===== config.mk =====
export PLATFORM = sky130hd
export DESIGN_NAME = serial_rx_align
export DESIGN_NICKNAME = d
export VERILOG_FILES = /design/src/rtl/serial_rx_align.sv
export SDC_FILE = /design/constraint.sdc
export NUM_CORES = 1
export LEC_CHECK = 0
export ABC_CLOCK_PERIOD_IN_PS = 2200
export BUFFER_PORTS_ARGS = -buffer_cell sky130_fd_sc_hd__buf_4
export CAP_MARGIN = 20
export CORE_ASPECT_RATIO = 0.5
export CORE_MARGIN = 2
export CORE_UTILIZATION = 40
export DETAILED_ROUTE_END_ITERATION = 10
export PLACE_DENSITY = 0.63
export SLEW_MARGIN = 25
export SYNTH_ARGS = -nofsm -noshare
export SYNTH_HDL_FRONTEND = slang
export SYNTH_SLANG_ARGS = --single-unit

===== constraint.sdc =====
create_clock -name clk_4f -period 2.2 [get_ports clk_4f]
set_clock_uncertainty 0.15 [all_clocks]
set_input_delay 0 -clock clk_4f [delete_from_list [all_inputs] [get_ports clk_4f]]
set_output_delay 0 -clock clk_4f [all_outputs]
set_load 0.005 [all_outputs]

===== src/rtl/serial_rx_align.sv =====
// Serial-to-parallel receiver: locks to byte boundaries on COM_LOCK aligned commas, then emits bytes.
// Latency: data_out/valid_out update on the edge sampling a byte's LSB; no backpressure (bit-synchronous).
module serial_rx_align #(
  parameter logic [7:0] COM      = 8'hBC,
  parameter int         COM_LOCK = 4
) (
  input  logic       clk_4f,
  input  logic       reset,
  input  logic       data_in,
  output logic [7:0] data_out,
  output logic       valid_out,
  output logic       active
);

  localparam int CW = $clog2(COM_LOCK + 1);
  localparam logic [CW:0] LOCK_N = (CW + 1)'(COM_LOCK);

  localparam logic [1:0] UNALIGNED = 2'd0;
  localparam logic [1:0] ALIGNING  = 2'd1;
  localparam logic [1:0] ACTIVE    = 2'd2;

  // Only the low 7 shift-register bits ever reach nxt, so the oldest bit is not stored.
  logic [6:0]    sr;
  logic [7:0]    nxt;
  logic [2:0]    bit_cnt;
  logic [CW-1:0] com_cnt;
  logic [CW:0]   com_inc;
  logic [1:0]    state;
  logic          is_com;
  logic          boundary;

  assign nxt      = {sr, data_in};
  assign is_com   = (nxt == COM);
  assign boundary = (bit_cnt == 3'd7);
  assign com_inc  = {1'b0, com_cnt} + 1'b1;

  always_ff @(posedge clk_4f) begin
    if (reset) begin
      sr        <= '0;
      bit_cnt   <= '0;
      com_cnt   <= '0;
      state     <= UNALIGNED;
      data_out  <= 8'h00;
      valid_out <= 1'b0;
      active    <= 1'b0;
    end else begin
      sr <= nxt[6:0];
      case (state)
        UNALIGNED: begin
          if (is_com) begin
            bit_cnt <= '0;
            com_cnt <= CW'(1);
            if (COM_LOCK == 1) begin
              state  <= ACTIVE;
              active <= 1'b1;
            end else begin
              state <= ALIGNING;
            end
          end
        end
        ALIGNING: begin
          bit_cnt <= bit_cnt + 3'd1;
          if (boundary) begin
            if (is_com) begin
              com_cnt <= (com_inc >= LOCK_N) ? LOCK_N[CW-1:0] : com_inc[CW-1:0];
              if (com_inc == LOCK_N) begin
                state  <= ACTIVE;
                active <= 1'b1;
              end
            end else begin
              com_cnt <= '0;
              state   <= UNALIGNED;
            end
          end
        end
        ACTIVE: begin
          bit_cnt <= bit_cnt + 3'd1;
          // Anything that is not a comma is data, even unexpected values.
          if (boundary) begin
            if (is_com) begin
              valid_out <= 1'b0;
            end else begin
              data_out  <= nxt;
              valid_out <= 1'b1;
            end
          end
        end
        default: state <= UNALIGNED;
      endcase
    end
  end

endmodule


==> Word-level counts from Yosys, hierarchy flattened <==
Index checks and enable logic that the tools add are counted.
{ "totals": {"register_bits": 25, "latch_bits": 0, "ram_bits": 0, "rom_bits": 0, "inputBits": 3, "out_inout_bits": 10, "elab_cells": 43, "n_memories": 0} }
{ "op_classes": {"n_addsub": 2, "multipliers": 0, "div_mod_pow": 0, "order_cmp": 1, "eq_ne": 8, "shift": 0, "n_mux": 13, "bitwise": 2, "reduce_logical": 10} }
{ "ops": {"columns": ["cell", "n"], "rows": [
  ["$mux 3", 5],
  ["$pmux 3 s2", 2],
  ["$eq 8x8->1 const B", 1],
  ["$mux 2", 4],
  ["$reduce_and 4->1", 2],
  ["$pmux 2 s3", 1],
  ["$reduce_and 3->1", 2],
  ["$add 3x1->4 const B", 1],
  ["$eq 4x3->1 const B", 1],
  ["$ge 4x3->1 const B", 1],
  ["$ne 2x2->1 const B", 2],
  ["$reduce_and 2->1", 2],
  ["$reduce_bool 2->1", 2],
  ["$add 3x1->3 const B", 1],
  ["$eq 3x3->1 const B", 1],
  ["$ne 3x3->1 const B", 1],
  ["$eq 2x1->1 const B", 1],
  ["$eq 2x2->1 const B", 1],
  ["$logic_not 2->1", 1],
  ["$not 1->1", 2],
  ["$reduce_or 2->1", 1],
  ["$mux 1", 1]
]} }

==> Depth between registers and ports, before layout <==
Gate-level depths: netlist of run 1.
{ "logic_depth": {"depth_word": 6, "mapped_depth": 7} }

==> Worst setup path before layout of run 1 <==
Ideal clock, no wire load.
{ "synth_timing": {"path_kind": "reg-to-reg", "from": "reg state[1]", "to": "reg com_cnt[1]", "arrival_time_ns": 1.465, "required_ns": 1.979, "path_slack_ns": 0.514, "path_stages_with_launch": 7, "path_cell_list": "dfxtp_1 > inv_1 > ha_1 > buf_2 > mux2i_1 > or4_1 > a21oi_1"} }
{ "synth_between": {"elab_chain_cells": 3, "word_cells_on_any_way": 7} }
{ "synth_rtl": {"columns": ["item", "line_no", "source"], "rows": [
  ["start, declared", "28", "logic [1:0] state;"],
  ["start signal, assigned", "42", "state <= UNALIGNED;"],
  ["start signal, assigned", "54", "state <= ACTIVE;"],
  ["start signal, assigned", "57", "state <= ALIGNING;"],
  ["$eq 2x1->1 / $logic_not 2->1 (equally long branches)", "48", "case (state)"],
  ["$ne 2x2->1 (no line) / $reduce_bool 2->1 (equally long branches)", null, null],
  ["$reduce_and 3->1 (no line)", null, null],
  ["end signal, assigned", "65", "com_cnt <= (com_inc >= LOCK_N) ? LOCK_N[CW-1:0] : com_inc[CW-1:0];"],
  ["end, declared", "26", "logic [CW-1:0] com_cnt;"]
]} }
Several ways; a longest one is shown, not always the timed one.
A chain may end at the register's enable or synchronous reset.

==> Worst setup path in the final report of run 1 <==
{ "layout_timing": {"from": "reg state[1]", "to": "reg state[1]"} }
{ "layout_between": {"elab_chain_cells": 3, "word_cells_on_any_way": 9} }
{ "layout_rtl": {"columns": ["item", "line_no"], "rows": [
  ["$eq 2x1->1 (tied with other cells)", "48"],
  ["$ne 3x3->1 (no line) (tied with other cells)", null],
  ["$reduce_and 4->1 (no line)", null]
]} }
Several ways; a longest one is shown, not always the timed one.

==> results of run 1 <==
-- logic make-up (layout without fill, tap and decap cells) --
| logic type | Yosys count | after routing | synth area share, % |
|---|---|---|---|
| buffers and inverters | 7 | 23 | 2.67 |
| AO/OA/AOI/OAI | 25 | 25 | 14.0 |
| flip-flops | 25 | 25 | 46.4 |
| multiplexers | 9 | 9 | 8.35 |
| AND/OR/NAND/NOR | 37 | 37 | 20.4 |
| adder cells (fa/ha/maj) | 7 | 7 | 8.12 |
-- stage by stage --
| step | area [sq um] | hold slack, ps | utilization (%) |
|---|---|---|---|
| 3_3_place_gp | 1200 | 95.0 | 46.9 |
| 3_5_place_dp | 1200 | 101 | 46.9 |
| 2_1_floorplan | 1080 | -78.4 | - |
| 5_1_grt | 1280 | 362 | 50.0 |
| 4_1_cts | 1280 | 335 | 50.0 |
| 6_report | 1280 | 332 | 50.0 |
-- worst max-delay path, delay by kind of cell (launching register included) --
family                   cells  cell delay (ps)
AND/OR/NAND/NOR              2              760
flip-flops                   1              340
adder cells (fa/ha/maj)      1              300
buffers and inverters        2              200
AO/OA/AOI/OAI                1               60
-- worst min-delay path by stage --
stage,startpoint,end,slack [ps]
2_1_floorplan,reset,sr[0],-80
3_3_place_gp,data_in,sr[0],100
3_5_place_dp,data_in,sr[0],100
4_1_cts,bit_cnt[2],bit_cnt[2],340
5_1_grt,sr[0],sr[1],360
6_report,bit_cnt[2],bit_cnt[2],330
-- sequential cells by signal, indices dropped and copies added (netlist names) --
register	cells
active	1
sr	7
com_cnt	3
state	2
data_out	8
bit_cnt	3
valid_out	1
-- final cells by class --
type	instances	area (sq um)
clock buffer	3	41.3
fill	263	1280
timing repair buffer	16	128
inverter	3	11.3
tap	37	46.3
clock inverter	1	8.76
multi-input combinational	78	549
sequential	25	500
-- power by group --
| group | internal (W) | total, W | leakage (nW) | switching [W] |
|---|---|---|---|---|
| logic | 0.00000864 | 0.0000174 | 0.253 | 0.00000877 |
| registers | 0.000455 | 0.000458 | 0.202 | 0.00000256 |
| clock network | 0.000133 | 0.000293 | 0.0261 | 0.000160 |
-- per-layer routing --
| layer | part of all wire, % | global-route usage, % | vias up |
|---|---|---|---|
| li1 | - | - | 426 |
| met1 | 51 | 17.1 | 389 |
| met2 | 44 | 22.2 | 11 |
| met3 | 3.6 | 5.29 | 5 |
| met4 | 1.3 | 6.70 | 0 |
| met5 | 0 | 0 | - |
-- cells in the final DEF (no fill, tap or decap) --
| cell | instances |
|---|---|
| nand3_1 | 2 |
| or4b_1 | 2 |
| a21oi_1 | 11 |
| o21ai_0 | 6 |
| nor3_1 | 1 |
| dlygate4sd3_1 | 3 |
| a21boi_0 | 1 |
| nor4_1 | 1 |
| dfxtp_1 | 25 |
| nand3b_1 | 1 |
| clkbuf_8 | 3 |
| a221oi_1 | 1 |
| o31ai_1 | 2 |
| mux2i_1 | 9 |
| o21bai_1 | 1 |
| nand2_1 | 1 |
| nor2b_1 | 9 |
| and4bb_2 | 1 |
| a41oi_1 | 1 |
| a21boi_2 | 1 |
| ha_1 | 7 |
| nand4b_1 | 1 |
| inv_1 | 3 |
| inv_6 | 1 |
| and4b_1 | 1 |
| or4_1 | 1 |
| nor2_1 | 13 |
| nand4bb_1 | 1 |
| o211ai_1 | 1 |
| buf_4 | 13 |
| nand4_1 | 2 |
-- repair_timing --
action	4_1_cts	5_1_grt
hold buffers	3	0
hold endpoints to repair	25	0
gates resized for setup	0	0
==> flow_summary.toml, run 1 <==
[outcome]
status = "finished clean"

[sta]
fin_crit_sh_pct = 86.8
rsz0062_at_grt = "no"
min_period_ps = 1910
tns_ps = 0
worstMarginPinSlew_ps = 556
finalMaxSlewViolations = 0
fmax_mhz = 523
worst_slack_ps = 290
setup_viol = 0
hold_viol = 0
slew-limit-headroom_pct = 62.6

[cts]
clk_latency_ps = 270
post-cts-setup-buffer-count = 0
cts-root-buf = "clkbuf_8"
cts_made_buffers = 3
cts_tree = "yes"
ctsHtreeMaxLevel = 1
clock-sinks = 25
clkSlewWorstSetupHoldPaths_ps = 90
cts_max_path_buffers = 2

[yosys]
yosys-top-cells-area = "dfxtp_1 46%, mux2i_1 8.4%, ha_1 8.1%"
synth_area_leader_cell = "dfxtp_1"
ys_ff_latch = 25
synth_area_sq_um = 1080
syn_nets = 120
netlist_instances = 110
synthFlopType = "dfxtp_1"
yosys.area.top_type_share_pct = 46.4
yosys_warnings = 0
synth_cell_types = 29
yosysSeqAreaShare_pct = 46.4
synth.most_common_cell = "dfxtp_1"
synth_edf_count = 0
syn-mean-instance-area_sq_um = 9.80
ys_top_cells_by_count = "25 x dfxtp_1, 13 x nor2_1, 11 x a21oi_1"
async_flop_share_pct = 0

[global_route]
gr-total-overflow = 0
grtUsageTotal_pct = 13.8
grt_first_pass_wirelength_microns = 3240
grt_pass1_vias = 724
antenna_found_initial = 0
grt_start_max_net_pins = 26

[placement]
place_ws_ps = 314
dpl.hpwl_microns = 1400
dp_cells = 156
gp_congestion = 0.834
io_buffers = 12

[floorplanning]
num_rows = 13
die_h_microns = 40.7
initial_utilization_pct = 42.0
dieArea_sq_um = 3150
core_area_sq_um = 2570
die_w_microns = 77.4
num_io_pins = 13

[worst_setup_path]
startpoint = "state[1]"
crit_path_start_kind = "flop"
worstSetupEndpointType = "flop"
regToRegEndpoint = "state[1]"
critPathKind = "flop to flop"
crit_path_top_delay_cell = "nor4_1"
reg2reg_slack_ps = 290
path_cells = "inv_1 > ha_1 > inv_1 > nor4_1 > or4b_1 > a21oi_1"
r2r_start = "state[1]"
arrival_ps = 1920
ff2ff_path_depth = 6
worstPathRequired_ps = 2210
crit_top_cell = "inv_1"
setup.worst_path.end = "state[1]"
cp_max_fo = 7
max_stage_delay_ps = 540

[detailed_routing]
drc_errors = 0
drtIter0Drc = 44
first_pass_iters = 3
drt-total-wl_microns = 2000
vias_per_cell = 5.10
dr_total_vias = 831
ant_nets = 0
wire_per_inst_microns = 12.3

[flow_run]
drv_cap = 0

[layout]
diodes = 0
fin_cells = 163
final_nets = 137
drive_above_1_share_pct = 15.1
areaGrowthSynthToFinish_pct = 19.1

[power_and_ir_drop]
p_leak_nw = 0.480
total_power_w = 0.000768
p_per_area_nw_per_um2 = 598
vdd_drop_max_mv = 0.304

[min_path]
worstHoldPathType = "flop to flop"
min_path_cells = 2
(Power assumes the default switching activity.)
==> run 2: changes to the inputs <==
--- a/config.mk
+++ b/config.mk
@@ -6,13 +6,15 @@
 export NUM_CORES = 1
 export LEC_CHECK = 0
 export ABC_CLOCK_PERIOD_IN_PS = 2200
-export BUFFER_PORTS_ARGS = -buffer_cell sky130_fd_sc_hd__buf_4
+export BUFFER_PORTS_ARGS = -buffer_cell sky130_fd_sc_hd__clkbuf_2
 export CAP_MARGIN = 20
+export CELL_PAD_IN_SITES_DETAIL_PLACEMENT = 0
+export CELL_PAD_IN_SITES_GLOBAL_PLACEMENT = 1
 export CORE_ASPECT_RATIO = 0.5
 export CORE_MARGIN = 2
 export CORE_UTILIZATION = 40
 export DETAILED_ROUTE_END_ITERATION = 10
-export PLACE_DENSITY = 0.63
+export PLACE_DENSITY = 0.77
 export SLEW_MARGIN = 25
 export SYNTH_ARGS = -nofsm -noshare
 export SYNTH_HDL_FRONTEND = slang
==> run 2 against run 1 <==
  * First-iteration DRC count grew 91%
  * Sequential power is essentially flat
  * Largest cell class unchanged
  * Cell count decreased by 1.2%
  * Critical path depth unchanged
  * Hold slack got worse by 250 ps
  * Wire length up 3.3%
  * Via count fell by 2.5%
==> flow_summary.toml, run 2 (same netlist as run 1, synthesis figures left out) <==
[sta]
fin_crit_sh_pct = 88.6
tns_ps = 0
hold_viol = 0
finalMaxSlewViolations = 0
worst_slack_ps = 251
slew-limit-headroom_pct = 61.8
min_period_ps = 1950
fmax_mhz = 513
setup_viol = 0
worstMarginPinSlew_ps = 568
rsz0062_at_grt = "no"

[layout]
layout_common_cells = "25 x dfxtp_1, 13 x nor2_1, 12 x clkbuf_2"
diodes = 0
finish.utilization_pct = 48.1
final_common_cell = "dfxtp_1"
largest_reg_flops = 8
areaGrowthSynthToFinish_pct = 14.5
drive_above_1_share_pct = 15.3
final_nets = 135
regMostFlops = "data_out"
largestRegisters = "data_out (8), sr (7)"
final_area_sq_um = 1230

[floorplanning]
die_w_microns = 77.4
dieArea_sq_um = 3150
die_h_microns = 40.7
core_area_sq_um = 2570
initial_utilization_pct = 42.0
num_rows = 13
num_io_pins = 13

[worst_setup_path]
cp_max_fo = 7
path_buf_inv = 2
arrival_ps = 1950
crit_path_top_delay_cell = "nor4_1"
path_cells = "inv_1 > ha_1 > inv_1 > nor4_1 > or4b_1 > a21oi_1"
critPathKind = "flop to flop"
crit_top_cell = "inv_1"
cp_top_family = "simple AND/OR/NAND/NOR gates"
worstPathRequired_ps = 2200
max_stage_delay_ps = 550
worstSetupEndpointType = "flop"
crit_path_start_kind = "flop"

[power_and_ir_drop]
p_leak_nw = 0.461
total_power_w = 0.000768
vdd_drop_max_mv = 0.344
p_per_area_nw_per_um2 = 622

[global_route]
grtUsageTotal_pct = 15.8
grt_pass1_vias = 790
grt_start_max_net_pins = 26
grt_first_pass_wirelength_microns = 3670
antenna_found_initial = 0
gr-total-overflow = 0

[placement]
io_buffers = 12
place_ws_ps = 286
dpl-instance-area_sq_um = 1170
dpl.hpwl_microns = 1420
gp_congestion = 0.774

[cts]
cts-root-buf = "clkbuf_8"
cts_made_buffers = 3
postCtsResizedCells = 0
cts_max_path_buffers = 2
clock-sinks = 25
cts_tree = "yes"
clkSlewWorstSetupHoldPaths_ps = 100
post-cts-setup-buffer-count = 0
clk_latency_ps = 280
ctsHtreeMaxLevel = 1
cts-hold-fix-buffers = 1

[min_path]
worstHoldPathType = "primary input to flop"

[detailed_routing]
vias_per_cell = 5.03
ant_nets = 0
wire_per_inst_microns = 12.8
dr_total_vias = 810
first_pass_iters = 4
drtIter0Drc = 84
drc_errors = 0
drt-total-wl_microns = 2070

[outcome]
status = "finished clean"

[flow_run]
drv_cap = 0
run 2: final timing paths:
path / from / end / slack [ps] / cells past startpoint
setup reg to reg: state[1] / state[1] / 250 / 6
hold / removal: reset / data_out[2] / 80 / 2
hold reg to reg: active / active / 330 / 2
setup / recovery: state[1] / state[1] / 250 / 6
run 2: layout make-up:
class                           instances  area, sq um
Timing Repair Buffer                   14         77.6
Multi-Input combinational cell         78          549
Clock buffer                            3         41.3
Fill cell                             280         1340
Tap cell                               37         46.3
Clock inverter                          1         8.76
Sequential cell                        25          500
Inverter                                3         11.3
run 2: layer usage:
layer / GRT usage (%) / vias up / part of all wire [%]
met5: 0 / - / 0
met1: 20.4 / 374 / 53
li1: - / 422 / -
met2: 25.7 / 12 / 42
met4: 6.70 / 0 / 0.92
met3: 4.63 / 2 / 3.6
run 2: power by group:
group	internal, W	switching, W	total [W]
Sequential	0.000455	0.00000253	0.000458
Clock	0.000133	0.000164	0.000297
Combinational	0.00000524	0.00000857	0.0000138
run 2: stage by stage:
stage / hold slack [ps] / instances
finish: 81.9 / 161
global route: 116 / 161
CTS: 78.0 / 161
detailed placement: 118 / 156
global placement: 106 / 156
floorplan: -78.4 / 110
